`src/rtl/psa_disp_pkg.sv`:
```
// Shared display-path definitions: widths, saturation value, converter states and
// the blank mask that matches an all-zero display.
package psa_disp_pkg;

    localparam int unsigned BIN_W       = 16;
    localparam int unsigned BCD_DIGITS  = 4;
    localparam int unsigned ACC_NIBBLES = BCD_DIGITS + 1;
    localparam int unsigned SAT_VAL     = 9999;

    typedef enum logic [1:0] {
        StIdle  = 2'd0,
        StShift = 2'd1,
        StDone  = 2'd2
    } conv_state_e;

    localparam logic [3:0] BLANK_RST = 4'b1110;

    // Decimal digit 'pos' (0 = units) of a constant, used to build the saturation pattern.
    function automatic logic [3:0] sat_digit(input int unsigned val, input int unsigned pos);
        int unsigned v;
        v = val;
        for (int i = 0; i < int'(pos); i++) begin
            v = v / 10;
        end
        return 4'(v % 10);
    endfunction

endpackage

```
`src/rtl/bcd_add3.sv`:
```
// Double-dabble nibble correction: add 3 to any digit that would overflow on the next shift.
module bcd_add3 (
    input  logic [3:0] nib_i,
    output logic [3:0] nib_o
);

    assign nib_o = (nib_i >= 4'd5) ? nib_i + 4'd3 : nib_i;

endmodule

```
`src/rtl/found_bcd_conv.sv`:
```
// Sequential shift-and-add-3 binary-to-BCD converter with a latest-wins request buffer,
// saturation to four digits and leading-zero blank flags.
module found_bcd_conv #(
    parameter int unsigned BIN_W   = psa_disp_pkg::BIN_W,
    parameter int unsigned SAT_VAL = psa_disp_pkg::SAT_VAL
) (
    input  logic             CLK100MHZ,
    input  logic             reset,
    input  logic [BIN_W-1:0] bin_in,
    input  logic             bin_valid,
    output logic             busy,
    output logic             bcd_valid,
    output logic [3:0]       thousands,
    output logic [3:0]       hundreds,
    output logic [3:0]       tens,
    output logic [3:0]       units,
    output logic             overflow,
    output logic [3:0]       blank
);

    import psa_disp_pkg::*;

    localparam int unsigned CNT_W = $clog2(BIN_W);
    localparam int unsigned ACC_W = 4 * ACC_NIBBLES;

    localparam logic [15:0] SAT_DIGITS = {sat_digit(SAT_VAL, 3), sat_digit(SAT_VAL, 2),
                                          sat_digit(SAT_VAL, 1), sat_digit(SAT_VAL, 0)};

    conv_state_e      state_q;
    logic [BIN_W-1:0] bin_q;
    logic [BIN_W-1:0] pend_val_q;
    logic             pend_v_q;
    logic [ACC_W-1:0] acc_q;
    logic [ACC_W-1:0] acc_adj;
    logic [CNT_W-1:0] count_q;

    logic [15:0]      dig_q;
    logic             overflow_q;
    logic [3:0]       blank_q;
    logic             bcd_valid_q;
    logic             busy_q;

    logic             ovf_d;
    logic [15:0]      dig_d;
    logic [3:0]       blank_d;

    for (genvar g = 0; g < int'(ACC_NIBBLES); g++) begin : g_add3
        bcd_add3 u_add3 (
            .nib_i (acc_q[4*g +: 4]),
            .nib_o (acc_adj[4*g +: 4])
        );
    end

    // A non-zero ten-thousands nibble means the value does not fit the display.
    always_comb begin
        ovf_d      = |acc_q[ACC_W-1 -: 4];
        dig_d      = ovf_d ? SAT_DIGITS : acc_q[15:0];
        blank_d    = 4'b0000;
        blank_d[3] = (dig_d[15:12] == 4'd0);
        blank_d[2] = blank_d[3] & (dig_d[11:8] == 4'd0);
        blank_d[1] = blank_d[2] & (dig_d[7:4] == 4'd0);
    end

    always_ff @(posedge CLK100MHZ or negedge reset) begin
        if (!reset) begin
            state_q     <= StIdle;
            bin_q       <= '0;
            pend_val_q  <= '0;
            pend_v_q    <= 1'b0;
            acc_q       <= '0;
            count_q     <= '0;
            dig_q       <= '0;
            overflow_q  <= 1'b0;
            blank_q     <= BLANK_RST;
            bcd_valid_q <= 1'b0;
            busy_q      <= 1'b0;
        end else begin
            bcd_valid_q <= 1'b0;
            unique case (state_q)
                StIdle: begin
                    if (bin_valid) begin
                        bin_q   <= bin_in;
                        acc_q   <= '0;
                        count_q <= '0;
                        busy_q  <= 1'b1;
                        state_q <= StShift;
                    end
                end
                StShift: begin
                    {acc_q, bin_q} <= {acc_adj, bin_q} << 1;
                    count_q        <= count_q + CNT_W'(1);
                    if (count_q == CNT_W'(BIN_W - 1)) begin
                        state_q <= StDone;
                    end
                    if (bin_valid) begin
                        pend_val_q <= bin_in;
                        pend_v_q   <= 1'b1;
                    end
                end
                StDone: begin
                    dig_q       <= dig_d;
                    overflow_q  <= ovf_d;
                    blank_q     <= blank_d;
                    bcd_valid_q <= 1'b1;
                    acc_q       <= '0;
                    count_q     <= '0;
                    // A fresh request beats the buffered one; either way the buffer empties.
                    if (bin_valid) begin
                        bin_q    <= bin_in;
                        pend_v_q <= 1'b0;
                        state_q  <= StShift;
                    end else if (pend_v_q) begin
                        bin_q    <= pend_val_q;
                        pend_v_q <= 1'b0;
                        state_q  <= StShift;
                    end else begin
                        busy_q  <= 1'b0;
                        state_q <= StIdle;
                    end
                end
                default: begin
                    busy_q  <= 1'b0;
                    state_q <= StIdle;
                end
            endcase
        end
    end

    assign busy      = busy_q;
    assign bcd_valid = bcd_valid_q;
    assign thousands = dig_q[15:12];
    assign hundreds  = dig_q[11:8];
    assign tens      = dig_q[7:4];
    assign units     = dig_q[3:0];
    assign overflow  = overflow_q;
    assign blank     = blank_q;

endmodule

```
`config.mk`:
```
export PLATFORM = sky130hd
export DESIGN_NAME = found_bcd_conv
export DESIGN_NICKNAME = d
export VERILOG_FILES = /design/src/rtl/psa_disp_pkg.sv /design/src/rtl/bcd_add3.sv /design/src/rtl/found_bcd_conv.sv
export SDC_FILE = /design/constraint.sdc
export NUM_CORES = 1
export LEC_CHECK = 0
export ABC_AREA = 0
export CORE_ASPECT_RATIO = 1.4
export CORE_MARGIN = 3
export CORE_UTILIZATION = 28
export CTS_CLUSTER_DIAMETER = 40
export CTS_CLUSTER_SIZE = 28
export DETAILED_ROUTE_END_ITERATION = 12
export PLACE_DENSITY_LB_ADDON = 0.08
export SYNTH_ARGS = -nofsm -noshare
export SYNTH_HDL_FRONTEND = slang
export SYNTH_SLANG_ARGS = --single-unit
```
`constraint.sdc`:
```
create_clock -name CLK100MHZ -period 2.42 [get_ports CLK100MHZ]
set_input_delay 0.363 -clock CLK100MHZ [delete_from_list [all_inputs] [get_ports CLK100MHZ]]
set_output_delay 0.363 -clock CLK100MHZ [all_outputs]
set_load 0.05 [all_outputs]
```
# --- Word-level counts from Yosys, hierarchy flattened ---
# Cells that the tools add are included.
word_totals:
  register_bits: 81
  in_bits: 19
  out_inout_bits: 23
  elab_cells: 72
op_classes:
  add_sub_neg: 6
  magnitude_cmp: 5
  n_eq_ne: 9
  muxes: 25
  bitwise_logic: 3
  n_reduce_logical: 13
op_table:
  columns: ["cell", "count"]
  rows:
  - ["16-bit 2-to-1 mux", 4]
  - ["20-bit one-hot mux with 3 select lines", 1]
  - ["16-bit one-hot mux with 3 select lines", 1]
  - ["4-bit by 3-bit greater-or-equal comparator with 1-bit output, second input constant", 5]
  - ["20-bit 2-to-1 mux", 1]
  - ["4-bit 2-to-1 mux", 5]
  - ["4-bit by 2-bit adder with 4-bit output, second input constant", 4]
  - ["4-bit zero test", 3]
  - ["4-bit one-hot mux with 3 select lines", 1]
  - ["2-bit != test, second input constant", 5]
  - ["2-bit AND reduction", 4]
  - ["1-bit 2-to-1 mux", 6]
  - ["2-bit one-hot mux with 3 select lines", 1]
  - ["4-bit by 1-bit adder with 4-bit output, second input constant", 1]
  - ["4-bit equality test, second input constant", 1]
  - ["2-bit 2-to-1 mux", 2]
  - ["4-bit AND reduction", 1]
  - ["4-bit OR reduction", 1]
  - ["3-bit by 2-bit adder with 3-bit output, second input constant", 1]
  - ["3-bit 2-to-1 mux", 1]
  - ["3-bit != test, second input constant", 1]
  - ["1-bit one-hot mux with 3 select lines", 1]
  - ["3-bit AND reduction", 1]
  - ["3-bit nonzero test", 1]
  - ["7 further kinds", 8]

# --- Longest topological paths before layout ---
# Gate-level depths: netlist (run 1).
logic_depth:
  depth_word: 5
  ltp_mapped: 9
  ltp_nobuf: 6

# --- Modules after synthesis ---
# A second synthesis (run 1) with hierarchy kept.
unflattened:
  cells_unflattened: 423
  area_unflattened_um2: 4187.8
modules_own_cells:
  columns: ["module", "instances", "cells_each", "area_each_um2", "seq_area_each_um2"]
  rows:
  - ["found_bcd_conv", 1, 343, 3681.0, 2030.7]
  - ["bcd_add3", 5, 16, 101.3, 0.0]

# --- Least setup slack after synthesis (run 1) ---
# No wires, ideal clock.
synth_timing:
  kind: "register to register"
  startpoint: "reg state_q[0]"
  endpoint: "reg bin_q[10]"
  setup_time_ps: 125
  arrival_time_ps: 1678
  required_time_ps: 2295
  path_slack_ps: 617
  path_stages_with_launch: 9
  path_buffers: 2
  period_less_slack_ps: 1803
  cell_sequence: "dfrtp_1 > inv_1 > ha_1 > buf_6 > nand2b_1 > a21oi_1 > nor2_2 > buf_4 > mux2_2"
synth_via:
  elab_chain_len: 3
  elab_cells_between_ends: 8
  classes_between: "4 x eq/ne; 1 x mux; 3 x reduce/logical"
synth_rtl:
  columns: ["element", "line_no", "source"]
  rows:
  - ["start: declaration", "found_bcd_conv.sv:29", "conv_state_e state_q;"]
  - ["start signal: assignment", "found_bcd_conv.sv:66", "state_q <= StIdle;"]
  - ["start signal: assignment", "found_bcd_conv.sv:86", "state_q <= StShift;"]
  - ["start signal: assignment", "found_bcd_conv.sv:93", "state_q <= StDone;"]
  - ["2-bit equality test (tied with other cells)", "found_bcd_conv.sv:79", "unique case (state_q)"]
  - ["3-bit != test (no line) (tied with other cells)", null, null]
  - ["3-bit AND reduction (no line)", null, null]
  - ["end signal: assignment", "found_bcd_conv.sv:82", "bin_q <= bin_in;"]
  - ["end signal: assignment", "found_bcd_conv.sv:90", "{acc_q, bin_q} <= {acc_adj, bin_q} << 1;"]
  - ["end signal: assignment", "found_bcd_conv.sv:109", "bin_q <= bin_in;"]
  - ["end: declaration", "found_bcd_conv.sv:30", "logic [BIN_W-1:0] bin_q;"]
# Parallel ways exist; a longest one is shown, timed or not.
# A chain may end at the register's enable or synchronous reset.

# --- Worst setup path after layout (run 1) ---
layout_timing:
  startpoint: "reg blank_q[1] (netlist: blank[1])"
  endpoint: "out blank[1]"
layout_lines:
  columns: ["element", "line_no", "source"]
  rows:
  - ["start: declaration", "found_bcd_conv.sv:39", "logic [3:0] blank_q;"]
  - ["start signal: assignment", "found_bcd_conv.sv:103", "blank_q <= blank_d;"]
  - ["end: declaration", "found_bcd_conv.sv:18", "output logic [3:0] blank"]
# No word-level cell between the ends.

==> results of run 1 <==
## routing by layer
layer / vias up / GRT usage / share of wire
met4: 0 / 0.03790 / 0.014
met2: 41 / 0.2089 / 0.52
met1: 1366 / 0.1401 / 0.43
li1: 1411 / - / -
met5: - / 0 / 0
met3: 10 / 0.03126 / 0.030
## state kept, by name (all words and copies together), names as in the netlist
| register | count |
|---|---|
| pend_v_q | 1 |
| count_q | 4 |
| busy | 1 |
| state_q | 2 |
| overflow | 1 |
| blank | 3 |
| acc_q | 20 |
| bin_q | 16 |
| pend_val_q | 16 |
| dig_q | 16 |
| bcd_valid | 1 |
## where the power goes
part	switching, mW	total [mW]	leakage, nW	internal, mW
Sequential	0.174	1.84	1.05	1.67
Combinational	0.579	1.11	1.01	0.534
Clock	0.565	1.71	0.183	1.15
Total	1.32	4.67	2.24	3.35
## final cells by class
type                            count  share of cell area
Sequential cell                    81              0.4043
Multi-Input combinational cell    260              0.3607
Timing Repair Buffer               50             0.09666
Clock buffer                       10             0.04758
Tap cell                          185             0.04609
Clock inverter                      6             0.02740
Inverter                           23             0.01719
## cell usage in the layout, fill, tap and decap left out, drive strengths merged, types with 11 or more instances in the layout
cell type,n
nand2,51
clkdlybuf4s50,39
o21ai,13
buf,11
ha,17
dfrtp,78
inv,24
nor2,29
a22oi,15
a22o,12
mux2,35
a21oi,19
## path summary, 6_finish.rpt
kind	from	to	slack, ps
max in group asynchronous	reset	pend_val_q[11]$_DFFE_PN0P_	1720
setup reg to reg	state_q[0]$_DFFE_PN0P_	bin_q[1]$_DFFE_PN0P_	400
min in group CLK100MHZ	blank[2]$_DFFE_PN1P_	blank[2]$_DFFE_PN1P_	470
setup / recovery	blank[1]$_DFFE_PN1P_	blank[1]	390
hold reg to reg	blank[2]$_DFFE_PN1P_	blank[2]$_DFFE_PN1P_	470
hold / removal	reset	acc_q[13]$_DFFE_PN0P_	50
## metrics by stage
stage | util | hold slack, ps | total power [mW] | instances
finish | 0.3561 | 45.68 | 4.668 | 615
global route | 0.3561 | 96.96 | 4.992 | 615
CTS | 0.3561 | 76.46 | 4.760 | 615
detailed placement | 0.3294 | 443.0 | 3.015 | 599
global placement | 0.3294 | 455.1 | 2.996 | 599
floorplan | - | 67.41 | 2.716 | 387
## kinds of logic after synthesis
kind of cell / count (synthesis) / share of synthesized area
adder cells (fa/ha/maj): 17 / 0.05223
multiplexers: 40 / 0.1091
AND/OR/NAND/NOR: 110 / 0.1232
XOR/XNOR: 9 / 0.01935
AO/OA/AOI/OAI: 83 / 0.1401
other: 1 / 0.0009208
flip-flops: 81 / 0.4986
buffers and inverters: 46 / 0.05653
==> impl_metrics.json, run 1 <==
{
  "outcome": "complete, no violations",
  "worst_path_max_delay_cell": "clkdlybuf4s50_1",
  "cts.clk_slew.worst_paths_ps": 60,
  "rows": 51,
  "cts_sinks": 81,
  "r2r_cells": 6,
  "ctsResizeCount": 0,
  "drc": 0,
  "synth.distinct_cells": 42,
  "core-area_sq_um": 14100,
  "setup_ws_ps": 390.9,
  "cts_tree": "built",
  "place.gp.congestion": 0.7262,
  "wl_per_cell_microns": 14.09,
  "drt_iter0_markers": 92,
  "avgSynthCellArea_sq_um": 10.52,
  "yosysTopAreaCell": "dfrtp_1",
  "grt_pass1_vias": 2931,
  "worst_slew_pin_slew_ps": 658.7,
  "fillers": 1448,
  "crit_cells": 1,
  "ys_async_sr_fraction": 1.000,
  "start_kind": "flop",
  "cts_made_buffers": 9,
  "grt.overflow.total": 0,
  "dr_total_vias": 2828,
  "synth.area.top_cells": "dfrtp_1 (48%), mux2_2 (9.4%), ha_1 (5.2%), nand2_1 (4.7%), a22oi_1 (2.8%)",
  "die_y_microns": 148.7,
  "port_buffers": 40,
  "tns_ps": 0,
  "finalCriticalPeriod_ps": 2029,
  "grt_setup_unrepaired": "false",
  "leakagePower_nw": 2.238,
  "htreeDepth": 3,
  "yosysTopAreaCellShare": 0.4793,
  "max_freq_ghz": 0.4928,
  "drive_gt1_frac": 0.1744,
  "dieArea_sq_um": 16050,
  "synth_common_cells": "dfrtp_1 (78), nand2_1 (51), mux2_2 (34), nor2_1 (27), inv_1 (23)",
  "grt_max_degree": 48,
  "grt_usage": 0.1188,
  "syn2layout_area_growth_pct": 23.32,
  "worstPathArrival_ps": 1670,
  "drv_slew": 0,
  "yosys_warnings": 0,
  "register_area_sq_um": 2031,
  "ys.flop_type": "dfrtp_1",
  "end_kind": "primary output",
  "io_pins": 42,
  "root_buffer": "clkbuf_16",
  "synth_area_sq_um": 4073,
  "postSynthCellCount": 387,
  "dp_hpwl_microns": 5956,
  "clock_latency_ps": 340,
  "n_antenna_cell": 0,
  "vdd_drop_max_uv": 392.9,
  "dr.pass1.iters": 5,
  "die_x_microns": 107.9,
  "critPathKind": "flop to primary output",
  "wirelength_microns": 8663,
  "postRouteAntennaNets": 0,
  "finClkSkew_ps": 7.033,
  "setup_viol": 0,
  "hold_buffers": 0,
  "multiInputGateArea_sq_um": 1812,
  "max-clock-path-buffers": 2,
  "powerDensity_nw_per_um2": 929.4,
  "cts_setup_buffers": 0,
  "drv_cap": 0,
  "design_area_sq_um": 5022,
  "crit_required_ps": 2060,
  "synth.most_common_cell": "dfrtp_1",
  "critPathBufInv": 1,
  "antenna_found_initial": 0,
  "synth_seq_area_share": 0.4986,
  "synth_edf_count": 0,
  "vias_per_cell": 4.598,
  "crit_family": "buffers and inverters",
  "cp_cell_sequence": "clkdlybuf4s50_1",
  "start_util": 0.2888,
  "dpl-instance-area_sq_um": 4646,
  "place_ws_ps": 145.5,
  "worstHoldPathType": "input pin to asynchronous set/reset pin",
  "fin_crit_sh": 0.8385,
  "path_max_fanout": 2,
  "grt_pass1_wl_microns": 14900,
  "synth_fp_nets": 423,
  "slew_headroom": 0.5608,
  "cp_slowest_stage_delay_ps": 810,
  "synth_seq_cells": 81,
  "hold_viol_final": 0,
  "nets": 461
}
No activity file was read; power rests on OpenSTA's default activity.
==> run 2, diff against run 1 <==
==> constraint.sdc (replaced) <==
create_clock -name CLK100MHZ -period 1.89 [get_ports CLK100MHZ]
set_input_delay 0.2835 -clock CLK100MHZ [delete_from_list [all_inputs] [get_ports CLK100MHZ]]
set_output_delay 0.2835 -clock CLK100MHZ [all_outputs]
set_load 0.05 [all_outputs]
==> run 2 against run 1 <==
  * Die area is the same
  * Final cell count grew 2.4%
  * Count of clock-buffer cells in the layout grew 2
  * Highest routed layer unchanged
==> impl_metrics.json, run 2 (synthesized netlist as in run 1, its figures left out) <==
{
  "final_cell_mix": "dfrtp_1 (78), nand2_1 (51), clkdlybuf4s50_1 (35)",
  "start_util": 0.2888,
  "grt_usage": 0.1211,
  "largest_reg_flops": 20,
  "io_pins": 42,
  "worstPathArrival_ps": 1500,
  "worstHoldPathType": "input pin to asynchronous set/reset pin",
  "end_kind": "primary output",
  "rrSetupSlack_ps": 150,
  "drc": 0,
  "dieArea_sq_um": 16050,
  "cp_cell_sequence": "clkdlybuf4s50_1",
  "cts_tree": "built",
  "max-clock-path-buffers": 2,
  "critPathBufInv": 1,
  "outcome": "complete, no violations",
  "finalCriticalPeriod_ps": 1782,
  "dr.pass1.iters": 4,
  "critPathKind": "flop to primary output",
  "nets": 476,
  "slew_headroom": 0.6660,
  "vias_per_cell": 4.665,
  "wirelength_microns": 9043,
  "cts_made_buffers": 9,
  "path_max_fanout": 2,
  "grt_setup_unrepaired": "false",
  "antenna_found_initial": 0,
  "leakagePower_nw": 2.331,
  "dp_hpwl_microns": 6134,
  "setup_ws_ps": 108.1,
  "reg2reg_to": "bin_q[15]$_DFFE_PN0P_",
  "drv_cap": 0,
  "place.gp.congestion": 0.7583,
  "p_total_mw": 6.130,
  "cts_sinks": 81,
  "grt_use_met2": 0.2073,
  "syn2layout_area_growth_pct": 27.77,
  "drive_gt1_frac": 0.2225,
  "final_common_cell": "dfrtp_1",
  "grt.overflow.total": 0,
  "wl_per_cell_microns": 14.35,
  "cp_slowest_stage_delay_ps": 810,
  "crit_required_ps": 1610,
  "regMostFlops": "acc_q",
  "busiest_layer": "met2",
  "postRouteAntennaNets": 0,
  "rows": 51,
  "start_kind": "flop",
  "dr_total_vias": 2939,
  "grt_max_degree": 57,
  "drt_iter0_markers": 72,
  "grt_pass1_vias": 3034,
  "n_antenna_cell": 0,
  "met1_usage": 0.1443,
  "layout.cells.non_filler": 630,
  "root_buffer": "clkbuf_16",
  "port_buffers": 40,
  "drv_slew": 0,
  "finClkSkew_ps": 4.672,
  "core-area_sq_um": 14100,
  "cts.clk_slew.worst_paths_ps": 60,
  "r2r_cells": 6,
  "fin_crit_sh": 0.9428,
  "place_inst": 611,
  "grt_use_met3": 0.02953,
  "tns_ps": 0,
  "max_freq_ghz": 0.5612,
  "place_ws_ps": -44.07,
  "crit_family": "buffers and inverters",
  "worst_path_max_delay_cell": "clkdlybuf4s50_1",
  "setup_viol": 0,
  "hold_viol_final": 0,
  "grt_pass1_wl_microns": 15200,
  "clock_latency_ps": 340,
  "worst_slew_pin_slew_ps": 499.4,
  "htreeDepth": 3,
  "r2r-start": "state_q[0]$_DFFE_PN0P_",
  "vdd_drop_max_uv": 526.4,
  "die_x_microns": 107.9,
  "die_y_microns": 148.7,
  "powerDensity_nw_per_um2": 1178
}
==> run 2: layout make-up <==
class                   instances  area (sq um)
fillers                      1420          8899
clock inverters                 4         98.84
inverters                      23         86.33
multi-input cells             261          1854
repair buffers                 64         645.6
well taps                     185         231.5
flip-flops and latches         81          2031
clock buffers                  12         256.5
==> run 2: where the power goes <==
group	leakage (nW)	internal, mW	switching [mW]
Sequential	1.05	2.14	0.227
Combinational	1.11	0.873	0.811
Clock	0.173	1.37	0.714
==> run 2: metrics by stage <==
stage | cell area, sq um | hold WS [ps] | util
3_5_place_dp | 4788 | 229.0 | 0.3395
4_1_cts | 5155 | 402.6 | 0.3655
3_3_place_gp | 4788 | 226.7 | 0.3395
5_1_grt | 5204 | 423.6 | 0.3690
2_1_floorplan | 4073 | -12.09 | -
6_report | 5204 | 396.8 | 0.3690
==> run 2: routing by layer <==
metal | vias to the layer above | part of all wire
met5 | - | 0
met4 | 0 | 0.021
met3 | 12 | 0.030
met2 | 42 | 0.52
met1 | 1432 | 0.43
li1 | 1453 | -
==> run 2: worst max-delay path by stage <==
| stage | from | end | slack [ps] | cells past startpoint |
|---|---|---|---|---|
| 3_3_place_gp | state_q[1]$_DFFE_PN0P_ | bin_q[15]$_DFFE_PN0P_ | -30 | 6 |
| 2_1_floorplan | state_q[0]$_DFFE_PN0P_ | bin_q[10]$_DFFE_PN0P_ | 90 | 8 |
| 3_5_place_dp | state_q[1]$_DFFE_PN0P_ | bin_q[15]$_DFFE_PN0P_ | -40 | 6 |
| 4_1_cts | dig_q[0]$_DFFE_PN0P_ | units[0] | 80 | 1 |
| 5_1_grt | state_q[1]$_DFFE_PN0P_ | acc_q[8]$_DFFE_PN0P_ | 40 | 5 |
| 6_report | dig_q[2]$_DFFE_PN0P_ | units[2] | 110 | 1 |
==> run 2: repair_timing <==
item                                   4_1_cts  5_1_grt
setup endpoints to repair                    3       15
buffers inserted                             0        1
resized for setup                            1        8
hold buffers                                 1        0
cloned                                       0        1
endpoints found under the hold margin       22        0
==> run 3, diff against run 2 <==
--- a/config.mk
+++ b/config.mk
@@ -6,12 +6,14 @@
 export NUM_CORES = 1
 export LEC_CHECK = 0
 export ABC_AREA = 0
+export CAP_MARGIN = 20
 export CORE_ASPECT_RATIO = 1.4
 export CORE_MARGIN = 3
 export CORE_UTILIZATION = 28
 export CTS_CLUSTER_DIAMETER = 40
 export CTS_CLUSTER_SIZE = 28
 export DETAILED_ROUTE_END_ITERATION = 12
+export GPL_TIMING_DRIVEN = 0
 export PLACE_DENSITY_LB_ADDON = 0.08
 export SYNTH_ARGS = -nofsm -noshare
 export SYNTH_HDL_FRONTEND = slang
==> run 3 against run 2 <==
  * Largest cell class unchanged
  * Worst hold slack got worse by 5.0 ps
  * Largest power group unchanged
  * Clock skew up 2.3 ps
  * Count of clock-buffer cells in the layout down 1
  * Core utilization decreased by 0.35 points
  * Via count decreased by 0.37%
==> impl_metrics.json, run 3 (synthesized netlist as in run 1, its figures left out) <==
{
  "drv_cap": 0,
  "place.gp.congestion": 0.7635,
  "postRouteAntennaNets": 0,
  "crit_family": "compound AO/OA/AOI/OAI gates",
  "fillers": 1436,
  "worstPathArrival_ps": 2060,
  "io_pins": 42,
  "drv_slew": 0,
  "finalCriticalPeriod_ps": 1833,
  "crit_required_ps": 2120,
  "dr_total_vias": 2928,
  "root_buffer": "clkbuf_16",
  "wirelength_microns": 9323,
  "max-clock-path-buffers": 2,
  "htreeDepth": 3,
  "grt_usage": 0.1258,
  "nets": 476,
  "syn2layout_area_growth_pct": 26.54,
  "die_y_microns": 148.7,
  "cts_tree": "built",
  "rrSetupSlack_ps": 60,
  "grt_setup_unrepaired": "true",
  "crit_cells": 8,
  "cp_cell_sequence": "inv_2 > ha_2 > buf_6 > a21bo_4 > buf_12 > a22oi_1 > nand2_1 > mux2_2",
  "dp_hpwl_microns": 6525,
  "outcome": "complete, no violations",
  "powerDensity_nw_per_um2": 1132,
  "drive_gt1_frac": 0.2315,
  "cts_sinks": 81,
  "cts_made_buffers": 9,
  "drc": 0,
  "start_util": 0.2888,
  "max_freq_ghz": 0.5455,
  "worst_path_max_delay_cell": "dfrtp_1",
  "dieArea_sq_um": 16050,
  "port_buffers": 40,
  "worstHoldPathType": "input pin to asynchronous set/reset pin",
  "r2r_cells": 8,
  "layout.cells.non_filler": 630,
  "setup_viol": 0,
  "end_kind": "flop",
  "cp_slowest_stage_delay_ps": 400,
  "cp-startpoint": "state_q[0]$_DFFE_PN0P_",
  "final_common_cell": "dfrtp_1",
  "start_kind": "flop",
  "utilization": 0.3655,
  "die_x_microns": 107.9,
  "regMostFlops": "acc_q",
  "fin_crit_sh": 0.9700,
  "drt_iter0_markers": 65,
  "reg2reg_to": "bin_q[9]$_DFFE_PN0P_",
  "place_inst": 613,
  "finClkSkew_ps": 6.931,
  "vias_per_cell": 4.648,
  "critPathBufInv": 3,
  "rows": 51,
  "largest_reg_flops": 20,
  "grt_pass1_wl_microns": 15640,
  "hold_viol_final": 0,
  "wl_per_cell_microns": 14.80,
  "vdd_drop_max_uv": 481.8,
  "crit_path_end": "bin_q[9]$_DFFE_PN0P_",
  "n_antenna_cell": 0,
  "grt_pass1_vias": 3019,
  "path_max_fanout": 10,
  "clock_latency_ps": 340,
  "grt.overflow.total": 0,
  "cts.clk_slew.worst_paths_ps": 60,
  "r2r-start": "state_q[0]$_DFFE_PN0P_",
  "final_cell_mix": "dfrtp_1 (78), nand2_1 (50), clkdlybuf4s50_1 (36)",
  "dr.pass1.iters": 4,
  "grt_max_degree": 60,
  "core-area_sq_um": 14100,
  "leakagePower_nw": 2.295,
  "worst_slew_pin_slew_ps": 633.4,
  "critPathKind": "flop to flop",
  "slew_headroom": 0.5778,
  "antenna_found_initial": 0
}
run 3: changes by cell type in the layout (fill, tap and decap cells not counted), moves of 2 or more:
cell	previous run	this run
a22oi_1	13	6
buf_12	6	1
clkinv_2	0	3
buf_2	0	4
buf_4	22	9
bufinv_16	3	1
nor2_4	0	2
a22oi_2	2	9
dlygate4sd2_1	0	3
buf_6	0	3
clkbuf_1	1	4
clkbuf_2	0	2
run 3: what timing repair did:
action / in CTS / in global routing
gates resized for setup: 17 / 13
endpoints found under the setup margin: 46 / 28
hold buffers: 1 / 0
pin swaps: 1 / 4
setup buffers: 2 / 1
hold endpoints to repair: 20 / 0
run 3: how the worst min path moves through the flow:
stage | start | end | slack (ps) | cells after the start
after floorplan | reset | acc_q[0]$_DFFE_PN0P_ | -10 | 0
after global placement | blank[2]$_DFFE_PN1P_ | blank[2]$_DFFE_PN1P_ | 470 | 2
after detailed placement | reset | acc_q[18]$_DFFE_PN0P_ | 220 | 1
after CTS | reset | acc_q[18]$_DFFE_PN0P_ | 400 | 2
after global routing | reset | dig_q[10]$_DFFE_PN0P_ | 420 | 2
final | reset | acc_q[14]$_DFFE_PN0P_ | 390 | 2
run 3: cell type report:
type	count	area, sq um	area share
clock buffer	11	252.7	0.04904
multi-input combinational	260	1893	0.3673
clock inverter	5	53.80	0.01044
sequential	81	2031	0.3940
inverter	23	86.33	0.01675
tap	185	231.5	0.04491
buffer	20	151.4	0.02938
timing repair buffer	45	454.2	0.08813
run 3: power breakdown:
part	switching (mW)	leakage (nW)	internal (mW)
Combinational	0.835	1.09	0.818
Sequential	0.249	1.05	2.14
Clock	0.705	0.155	1.09
Total	1.79	2.30	4.05
run 3: layer usage:
metal / GRT usage / share of wire / vias up
li1: - / - / 1441
met1: 0.1529 / 0.42 / 1424
met2: 0.2161 / 0.53 / 45
met3: 0.01824 / 0.025 / 18
met4: 0.06128 / 0.026 / 0
met5: 0 / 0 / -
run 3: per-stage QoR:
step                      area, sq um  hold slack, ps  TNS, ps  setup WS [ps]  power (mW)
final                            5154           391.8        0          56.74       5.836
after CTS                        5106           399.7        0         0.8737       5.892
after global placement           4705           469.0  -231550          -2799       3.932
after detailed placement         4730           224.0    -8516         -274.2       3.967
after global routing             5154           424.9   -39.78         -15.99       6.228
after floorplan                  4073          -12.09        0          87.49       3.477
run 3: worst register-to-register path, delay by kind of cell, from the launching register on:
| family | cells | cell delay (ps) |
|---|---|---|
| muxes | 1 | 250 |
| AOI/OAI and AO/OA | 2 | 440 |
| DFF | 1 | 400 |
| adders and majority gates | 1 | 200 |
| and+or+nand+nor | 1 | 70 |
| buffers and inverters | 3 | 380 |
